[config.mk]
export PLATFORM = sky130hd
export DESIGN_NAME = fir_stream_ctrl
export DESIGN_NICKNAME = d
export VERILOG_FILES = /design/src/rtl/fir_stream_ctrl.sv
export SDC_FILE = /design/constraint.sdc
export NUM_CORES = 1
export LEC_CHECK = 0
export BUFFER_PORTS_ARGS = -buffer_cell sky130_fd_sc_hd__buf_2
export CAP_MARGIN = 0
export CORE_ASPECT_RATIO = 1.4
export CORE_MARGIN = 2
export CORE_UTILIZATION = 46
export CTS_BUF_LIST = sky130_fd_sc_hd__clkbuf_4
export DETAILED_ROUTE_END_ITERATION = 8
export PLACE_DENSITY = 0.67
export SLEW_MARGIN = 15
export SYNTH_ARGS = -nofsm -noshare
export SYNTH_HDL_FRONTEND = slang
export SYNTH_SLANG_ARGS = --single-unit
[constraint.sdc]
create_clock -name ck -period 8.3 [get_ports ck]
set_clock_uncertainty 0.15 [all_clocks]
set_input_delay 2.075 -clock ck [delete_from_list [all_inputs] [get_ports ck]]
set_output_delay 2.075 -clock ck [all_outputs]
set_load 0.05 [all_outputs]
[src/rtl/fir_stream_ctrl.sv]
// fir_stream_ctrl
//   Sequencer between a free-running sample source and one FIR instance.
//   Incoming samples are queued in a small FIFO. Each sample is handed to
//   the FIR with a one-cycle start strobe, and the FIR result is captured
//   and offered to the sink on a valid/ready handshake. The block also has
//   a bypass path around the FIR, a saturating overrun counter and a sticky
//   stall timeout.
// Ports
//   ck, rst            clock (posedge), asynchronous active-high reset
//   in_sample/in_valid source samples, 1-cycle strobe, no backpressure
//   bypass             route samples around the FIR (looked at in IDLE only)
//   clr_status         pulse: clear overrun_count and timeout_err
//   fir_in             FIFO head, presented to the FIR
//   fir_input_ready    1-cycle FIR start strobe
//   fir_out            FIR result, valid the cycle after fir_output_ready
//   fir_output_ready   FIR done pulse
//   out_sample         result to sink, valid while out_valid is high
//   out_valid/ready    sink handshake; out_valid held until out_ready
//   busy               FSM not idle or FIFO not empty
//   overrun_count      dropped input samples, saturating
//   timeout_err        sticky: FIR did not respond within TIMEOUT cycles
module fir_stream_ctrl #(
  parameter int N_BITS  = 24,
  parameter int DEPTH   = 4,
  parameter int TIMEOUT = 64,
  parameter int CNT_W   = 8
) (
  input  logic                     ck,
  input  logic                     rst,
  input  logic signed [N_BITS-1:0] in_sample,
  input  logic                     in_valid,
  input  logic                     bypass,
  input  logic                     clr_status,
  output logic signed [N_BITS-1:0] fir_in,
  output logic                     fir_input_ready,
  input  logic signed [N_BITS-1:0] fir_out,
  input  logic                     fir_output_ready,
  output logic signed [N_BITS-1:0] out_sample,
  output logic                     out_valid,
  input  logic                     out_ready,
  output logic                     busy,
  output logic [CNT_W-1:0]         overrun_count,
  output logic                     timeout_err
);

  localparam int AW = $clog2(DEPTH);
  localparam int TW = $clog2(TIMEOUT + 1);
  localparam logic [AW:0]   FULL_CNT = (AW+1)'(DEPTH);
  localparam logic [TW-1:0] TMO_LAST = TW'(TIMEOUT - 1);

  typedef enum logic [2:0] {
    S_IDLE     = 3'd0,
    S_ISSUE    = 3'd1,
    S_WAIT_RES = 3'd2,
    S_CAPTURE  = 3'd3,
    S_OUTPUT   = 3'd4
  } state_t;

  state_t state, state_nxt;

  logic [N_BITS-1:0] mem [DEPTH];
  logic [AW-1:0]     wr_ptr, rd_ptr;
  logic [AW:0]       fill;
  logic [TW-1:0]     wait_cnt;
  logic              empty, full, push, pop, overrun, timeout_hit;

  assign empty = (fill == '0);
  assign full  = (fill == FULL_CNT);

  // A full FIFO still accepts a sample when the head leaves the same cycle.
  assign push    = in_valid && (!full || pop);
  assign overrun = in_valid && !push;

  // The sample being processed stays at the FIFO head until CAPTURE (or a
  // timeout), so fir_in is stable for the whole FIR transaction.
  assign fir_in          = mem[rd_ptr];
  assign fir_input_ready = (state == S_ISSUE);
  assign out_valid       = (state == S_OUTPUT);
  assign busy            = (state != S_IDLE) || !empty;

  always_comb begin
    state_nxt   = state;
    pop         = 1'b0;
    timeout_hit = 1'b0;
    case (state)
      S_IDLE: begin
        if (!empty) begin
          if (bypass) begin
            pop       = 1'b1;
            state_nxt = S_OUTPUT;
          end else begin
            state_nxt = S_ISSUE;
          end
        end
      end
      S_ISSUE: state_nxt = S_WAIT_RES;
      S_WAIT_RES: begin
        if (fir_output_ready) begin
          state_nxt = S_CAPTURE;
        end else if (wait_cnt == TMO_LAST) begin
          timeout_hit = 1'b1;
          pop         = 1'b1;
          state_nxt   = S_IDLE;
        end
      end
      S_CAPTURE: begin
        pop       = 1'b1;
        state_nxt = S_OUTPUT;
      end
      S_OUTPUT: begin
        if (out_ready) state_nxt = S_IDLE;
      end
      default: state_nxt = S_IDLE;
    endcase
  end

  always_ff @(posedge ck or posedge rst) begin
    if (rst) begin
      for (int unsigned i = 0; i < DEPTH; i++) mem[i] <= '0;
      wr_ptr <= '0;
      rd_ptr <= '0;
      fill   <= '0;
    end else begin
      if (push) begin
        mem[wr_ptr] <= in_sample;
        wr_ptr      <= wr_ptr + 1'b1;
      end
      if (pop) rd_ptr <= rd_ptr + 1'b1;
      case ({push, pop})
        2'b10:   fill <= fill + 1'b1;
        2'b01:   fill <= fill - 1'b1;
        default: fill <= fill;
      endcase
    end
  end

  always_ff @(posedge ck or posedge rst) begin
    if (rst) begin
      state      <= S_IDLE;
      wait_cnt   <= '0;
      out_sample <= '0;
    end else begin
      state <= state_nxt;
      if (state == S_ISSUE)
        wait_cnt <= '0;
      else if (state == S_WAIT_RES)
        wait_cnt <= wait_cnt + 1'b1;
      if (state == S_IDLE && !empty && bypass)
        out_sample <= mem[rd_ptr];
      else if (state == S_CAPTURE)
        out_sample <= fir_out;
    end
  end

  // clr_status has priority over a same-cycle overrun or timeout.
  always_ff @(posedge ck or posedge rst) begin
    if (rst) begin
      overrun_count <= '0;
      timeout_err   <= 1'b0;
    end else if (clr_status) begin
      overrun_count <= '0;
      timeout_err   <= 1'b0;
    end else begin
      if (overrun && overrun_count != '1)
        overrun_count <= overrun_count + 1'b1;
      if (timeout_hit)
        timeout_err <= 1'b1;
    end
  end

endmodule

==> results by stage, run 1 <==
Critical path:
- The slack of the worst reg-to-reg path is approximately 4.6 ns.
- The worst setup path is of the flip-flop to primary output kind.
- The kind of cell adding the most delay to the critical path is flip-flops.
- The maximum cell stage delay along the critical path is 0.93 ns.
- The number of buffer and inverter instances along the worst setup path is 1.
- The origin of the critical flop-to-flop path is state[1].
- The endpoint identified for the worst register-to-register timing path is mem[46].
- Of all nets on the critical path, the largest fanout is 26.
- The required time at the worst-slack endpoint is 6.08 ns.
- Counting cells, the worst reg-to-reg path comes to 4.
- The critical path arrival is approximately 2.4 ns.
- Among all stages on the critical path, the largest delay is contributed by dfrtp_2.
- Walking the worst path, the cells encountered are mux4_2, buf_2.
- The sort of element at the end of the critical path is a primary output.
- The worst setup path is launched from a flip-flop.

Global route:
- For this run the aggregate overflow at the end of global routing stands at 0.
- Entering global routing, the biggest net connects between 70 and 80 pins.
- Global routing consumed, over all layers together, about a fifth of the routing resources.
- The first global-routing pass estimated approximately 24 mm of wire.
- The initial antenna violation count was 1.
- The number of global-route vias before repair is between 4000 and 5000.

Clock network:
- The number of gates given a new drive strength after cts is 0.
- Post-CTS timing repair inserted 0 buffers for setup.
- The TritonCTS clock tree is built.
- In this run the number of H-tree levels came out at 4.
- The clock reaches the later pin of the worst-skew pair after 0.52 ns.
- The post-cts hold buffer count is 0.
- The clock slew seen by the registers of the worst setup and hold paths is between 0.1 and 0.15 ns.
- CTS saw 146 sinks.
- The clock passes through at most 2 buffers.
- In this run, CTS created clock tree buffers numbering 17.
- The cell chosen for the clock root is clkbuf_4.

Logic synthesis:
- Summing the areas of all and, or, nand and nor instances in the mapped netlist gives just over 8% of the synthesized area.
- The count of state elements after synthesis is 146.
- Summing the sequential cell areas from Yosys gives between 50% and 60% of the chip area.
- The net count after synthesis is 571.
- The number of warnings issued by yosys is 0.
- The synthesized netlist devotes 0.763% of its cell area to XOR and XNOR gates.
- The multiplexer share of the synthesized area is 28.3%.
- The compound-cell area share of the yosys netlist is about 4.3%.
- The synthesized design devotes to its leading area cell type 53.1% of total area.
- Summing every instance area after synthesis gives roughly 6900 µm².
- The most used standard cell by instance count after synthesis is dfrtp_1.
- After synthesis, the share of flip-flops with an asynchronous set or reset is 100%.
- The commonest cells after synthesis are 146 x dfrtp_1, 80 x mux2_1, 40 x nor2_1, 30 x a21oi_1, 25 x mux2i_1.
- The number of distinct standard cells referenced by the synthesized netlist is 45.
- After synthesis, the largest family of logic cells by area is multiplexers.
- By area the synthesized netlist is led by dfrtp_1 53%, mux2_1 13%, mux4_2 7.9%.
- The synthesized design spends more area on one cell type than any other, namely dfrtp_1.
- The most used flip-flop cell after synthesis is dfrtp_1.
- The post-synthesis area per instance is 13.5 µm².
- The number of enable-type register cells in the synthesized netlist is 0.
- Of the total synthesized cell area, the portion taken by full adders, half adders and majority gates is approximately 1.4%.
- Synthesis handed over a netlist of 509 instances.

Place:
- The placer's final routability congestion estimate is about 0.79.
- Detailed placement ended at an HPWL of about 10 mm.
- In this run the tool buffered the top-level ports with about 110 buffer cells.

Finish:
- The number of fill cells is 1273.
- The final layout net count is slightly below 700.
- In the final layout, the share of cells above drive strength 1 is 33.0%.
- The area growth from synthesis to layout is 13.4%.
- The register cell area after layout is ~3700 µm².
- The share of the core filled with cells is 53.6%.
- In the final layout, the multi-input gates occupy between 2000 and 3000 µm².

Drt:
- Across all layers, the routed design uses between 4000 and 5000 vias.
- The post-detailed-route wirelength per cell is ~18 µm.
- After detailed routing, no signal wire sits above met4.
- The total wirelength of the detailed-routed design is between 10 and 15 mm.
- The routed length on met2 is between 7 and 8 mm.
- The number of design-rule violations left by the first detailed-router iteration is 203.
- In the routed design, unresolved DRC markers number 0.
- In this run the remaining antenna-violating nets after routing total 0.
- The number of vias per cell after detailed routing is roughly 5.5.
- Summed over all nets, wire length on met3 after detailed routing comes to ~380 µm.
- In the final routing, the length of wire on met1 measures about 6.3 mm.
- The length of the first detailed-routing pass in iterations is 4.

Job:
- The tool flagged a number of max-cap violations equal to 0.

Timing:
- The minimum clock period after layout is ~4.6 ns.
- The normalized max-slew margin is between 20 and 25%.
- The final-report hold violation count was 0.
- The highest attainable clock frequency is around 0.22 GHz.
- The setup TNS is 0 ns.
- Setup repair after global routing left no endpoint under its margin.
- The number of max-slew violations in the final report is 0.
- The final number of setup-violating endpoints is 0.
- The slew of the pin with the lowest slew margin is 1.19 ns.
- Of the available clock period, the critical path in the final layout requires 55.2%.

Floorplan:
- Measured along the y axis, the die boundary spans 149 µm.
- The die covers roughly 16000 µm².
- The number of placement rows is 52.
- After floorplanning, the core was sized to cover around 15000 µm².
- The floorplan step set the die width to between 100 and 150 µm.
- The effective utilization at floorplan is 47.2%.
- The I/O pin count is about 120.

Min path:
- The worst hold path begins at mem[31].
- The worst hold path endpoint is mem[31].
- The path class of the tightest hold or removal check is flip-flop to flip-flop.
- The number of cells on the worst hold path is 1.

Run status:
- The flow ran to the end, and the final reports show no timing, DRC or antenna violations.
==> worst max-delay path by stage <==
stage,to,slack (ns),depth (start not counted),startpoint
global route,fir_in[8],3.56,2,rd_ptr[0]
CTS,fir_in[8],3.62,2,rd_ptr[0]
finish,fir_in[8],3.72,2,rd_ptr[0]
floorplan,fill[0],2.15,1,rst
detailed placement,mem[46],3.20,5,fir_output_ready
global placement,mem[44],3.26,5,fir_output_ready
==> placed cells by master (no fill, tap or decap), types with 4 or more instances in the layout <==
cell type and n:
nor2_1 40, nand4_1 4, o21ai_0 5, clkinv_2 4
o211a_1 4, nor3b_1 5, mux2i_1 25, nand2_1 7
buf_4 4, dfrtp_1 145, nand3_1 5, mux2_2 23
a21oi_1 30, nor4_1 6, mux4_2 24, inv_1 8
nand2b_1 4, clkbuf_4 19, xor2_1 4, buf_2 114
nor2b_1 7, or4_1 4, nor3_1 5, ha_1 6
mux2_1 80
==> stage by stage <==
| step | hold WS (ns) | cells | cell area, µm² | setup slack [ns] |
|---|---|---|---|---|
| 3_3_place_gp | 0.311 | 782 | 7500 | 3.26 |
| 2_1_floorplan | 0.302 | 509 | 6890 | 2.15 |
| 3_5_place_dp | 0.319 | 782 | 7500 | 3.20 |
| 4_1_cts | 0.348 | 814 | 7800 | 3.62 |
| 5_1_grt | 0.359 | 815 | 7810 | 3.56 |
| 6_report | 0.344 | 815 | 7810 | 3.72 |
==> per-layer routing <==
metal	vias to the layer above	GRT usage, %
met4	0	6.54
met1	2312	24.5
met5	-	0
met2	76	34.6
met3	14	3.32
li1	2053	-
==> area by class of cell <==
class | instances | share of cell area [%]
Sequential cell | 146 | 46.8
Inverter | 9 | 0.497
Timing Repair Buffer | 118 | 7.69
Clock buffer | 19 | 1.83
Antenna cell | 1 | 0.0321
Multi-Input combinational cell | 320 | 38.1
Tap cell | 189 | 3.03
Clock inverter | 13 | 2.04
==> worst reg2reg max path: cells and delay by family (launching register included) <==
kind            cells  cell delay (ns)
mux                 1             0.43
flops               1             0.51
compound gates      1             1.05
simple gates        2             1.41
==> registers in the layout, summed over array words and instances (netlist names) <==
register and count:
timeout_err 1, state 3, wr_ptr 2, wait_cnt 7, mem 96, out_sample 24
rd_ptr 2, overrun_count 8, fill 3
==> cell families (layout without fill, tap and decap cells) <==
kind of cell | count (synthesis) | count (layout)
other cells | 0 | 1
xor+xnor | 6 | 6
simple gates | 104 | 104
compound gates | 51 | 51
fa+ha+maj | 7 | 7
mux | 152 | 152
buf+inv | 43 | 159
flops | 146 | 146
Power of run 1 is left out: the tool's default activity adds up to more than one toggle a clock period on the data nets, which glitch-free logic cannot reach.
==> run 2, diff against run 1 <==
==> constraint.sdc (replaced) <==
create_clock -name ck -period 4.4 [get_ports ck]
set_clock_uncertainty 0.15 [all_clocks]
set_input_delay 1.1 -clock ck [delete_from_list [all_inputs] [get_ports ck]]
set_output_delay 1.1 -clock ck [all_outputs]
set_load 0.05 [all_outputs]
==> run 2 against run 1 <==
Final cell count up 0.61%. Setup slack worse by 3.0 ns. Hold slack better by 0.00080 ns. Global-route usage down 0.32 points. Die area unchanged. Count of clock-buffer cells in the layout down 2. Via count about the same. Sequential share of layout area down 0.29 points. Final area up 0.63%. Critical path depth up 1. First-iteration DRC count down 21%. Critical path type unchanged. Largest cell class unchanged. Highest routed layer unchanged.
==> results by stage, run 2 (synthesis gave the netlist of run 1 again) <==
Critical path:
- The maximum cell stage delay along the critical path is 0.82 ns (-0.11 ns).
- The worst setup path is of the flip-flop to primary output kind.
- The maximum fanout along the worst path is 13 (-50%).
- On the critical path, the stage with the largest delay is an instance of dfrtp_1.
- The sort of element at the end of the critical path is a primary output.
- STA classifies the critical path startpoint as a flip-flop.
- The required time at the worst-slack endpoint is 3.15 ns (-2.93 ns).
- The number of buffer and inverter instances along the worst setup path came to 2 (+1).
- Among cell families on the critical path, the largest total delay comes from flip-flops.
- The critical path arrival was 2.40 ns (+0.04 ns).
- Traced cell by cell, the critical path runs through buf_12, mux4_2, buf_2.
- The slack of the worst reg-to-reg path came to 1.37 ns (-3.27 ns).

Drt:
- The number of antenna-violating nets in the routed design is 0 (unchanged).
- The number of vias per cell after detailed routing is 5.43 (-0.68%).
- The length of the first detailed-routing pass in iterations is 5 (+1).
- The residual DRC count is 0 (unchanged).
- The total wirelength of the detailed-routed design is 14.6 mm (-1.1%).
- The vias after detailed routing is 4452 (-0.067%).
- The post-detailed-route wirelength per cell is 17.8 µm (-1.7%).
- The number of design-rule violations left by the first detailed-router iteration is 161 (-21%).

Global route:
- The wire length of the first global-routing pass is 23.6 mm (-3.2%).
- The initial antenna violation count came to 1 (unchanged).
- The global-route usage over all layers came to 19.3% (-0.32 points).
- The pin count of the biggest net entering global routing is 58 (-24%).
- The number of global-route vias before repair was 4598 (-3.3%).
- The overflow left after global routing is 0 (unchanged).

Place:
- The placer's final routability congestion estimate came to 0.825 (+4.4%).
- The number of port buffers is 114 (unchanged).
- The placed wire-length estimate is 9.78 mm (-2.6%).

Timing:
- The ratio of final minimum period to clock period is 82.9%.
- For this run, the top clock speed supported by timing is about 0.27 GHz.
- Setup repair after global routing left no endpoint under its margin.
- The worst hold-check slack is 0.345 ns (+0.000804 ns).
- The final-report hold violation count is 0 (unchanged).
- The slew of the pin with the lowest slew margin is 0.932 ns (-0.257 ns).
- The number of max-slew violations in the final report came to 0 (unchanged).
- The final number of setup-violating endpoints is 0 (unchanged).
- The minimum clock period after layout is 3.65 ns.
- The setup TNS is 0 ns (unchanged).
- The normalized max-slew margin came to 37.9% (+17 points).

Finish:
- The largest registers in the layout are mem (96), out_sample (24), overrun_count (8).
- In the layout the commonest cells are 145 x dfrtp_1, 114 x buf_2, 80 x mux2_1.
- The ratio of cells with drive above 1 in the final layout came to 32.9% (-0.051 points).
- From synthesis to final layout, the design area changed by 14.1%.
- The final layout net count is 681 (+1.0%).
- The share of the core filled with cells is 53.9% (+0.33 points).
- The number of flip-flops in the largest register is 96 (unchanged).
- The library cell used most frequently in the layout, excluding fill and tap cells, is dfrtp_1.
- mem holds more flip-flops than any other register.

Job:
- The number of max-cap violations was 0 (unchanged).

Floorplan:
- The overall die area is 16000 µm² (unchanged).
- The die width is 107 µm (unchanged).
- The vertical die dimension is 149 µm (unchanged).
- The core footprint is 14600 µm² (unchanged).
- The I/O pin count is 115 (unchanged).
- The effective utilization at floorplan is 47.2% (unchanged).
- The number of placement rows is 52 (unchanged).

Clock network:
- The clock latency on the worst-skew pair is 0.54 ns (+0.02 ns).
- The CTS H-tree depth was 4 (unchanged).
- The total CTS buffers is 17 (unchanged).
- The clock slew seen by the registers of the worst setup and hold paths is 0.12 ns (about the same).
- The TritonCTS clock tree is built.
- The cell chosen for the clock root is clkbuf_4.
- The maximum clock path buffer count is 2 (unchanged).
- The buffers inserted during post-CTS setup optimization came to 0 (unchanged).
- The clock sink count is 146 (unchanged).
- The post-cts hold buffer count is 0 (unchanged).
- The number of gates given a new drive strength after cts was 0 (unchanged).

Run status:
- The run finished with clean final reports.

Min path:
- The worst hold path belongs to the class flip-flop to flip-flop.
==> run 2: cell types whose count changed in the layout (fill, tap and decap cells not counted) <==
cell,previous run,this run
buf_12,0,2
buf_4,4,9
clkbuf_4,19,17
clkinv_1,0,3
clkinv_2,4,2
clkinv_4,1,2
diode_2,1,2
inv_6,3,0
==> run 2: cell type report <==
class	count	area [µm²]
clock buffer	17	128
sequential	146	3650
antenna	2	5.00
tap	189	236
clock inverter	12	144
timing repair buffer	125	678
fill	1279	6720
inverter	9	37.5
multi-input combinational	320	2970
==> run 2: final timing paths <==
kind / startpoint / end / cells past startpoint
hold reg to reg: mem[87] / mem[87] / 1
setup / recovery: rd_ptr[1] / fir_in[16] / 3
hold / removal: mem[87] / mem[87] / 1
min in group asynchronous: rst / mem[65] / 2
max in group asynchronous: rst / overrun_count[5] / 3
setup reg to reg: state[1] / fill[2] / 9
==> run 2: layer usage <==
metal / up-vias / part of all wire, % / global-route usage (%)
met5: - / 0 / 0
li1: 2071 / - / -
met3: 16 / 4.1 / 5.07
met4: 0 / 1.7 / 6.86
met1: 2262 / 41 / 23.6
met2: 103 / 53 / 33.1
==> run 2: worst register-to-register path, delay by kind of cell (launching register included) <==
kind	cells	cell delay, ns
AOI/OAI and AO/OA	1	0.17
adders and majority gates	1	0.42
buffers and inverters	1	0.29
DFF	1	0.52
and+or+nand+nor	6	1.41
==> run 2: metrics by stage <==
step	instances	cell area, µm²	setup slack [ns]
floorplan	509	6890	1.19
global placement	789	7580	0.990
detailed placement	789	7580	0.945
CTS	818	7850	0.633
global route	819	7850	0.560
finish	820	7860	0.752
Power of run 2 is left out for the same reason.
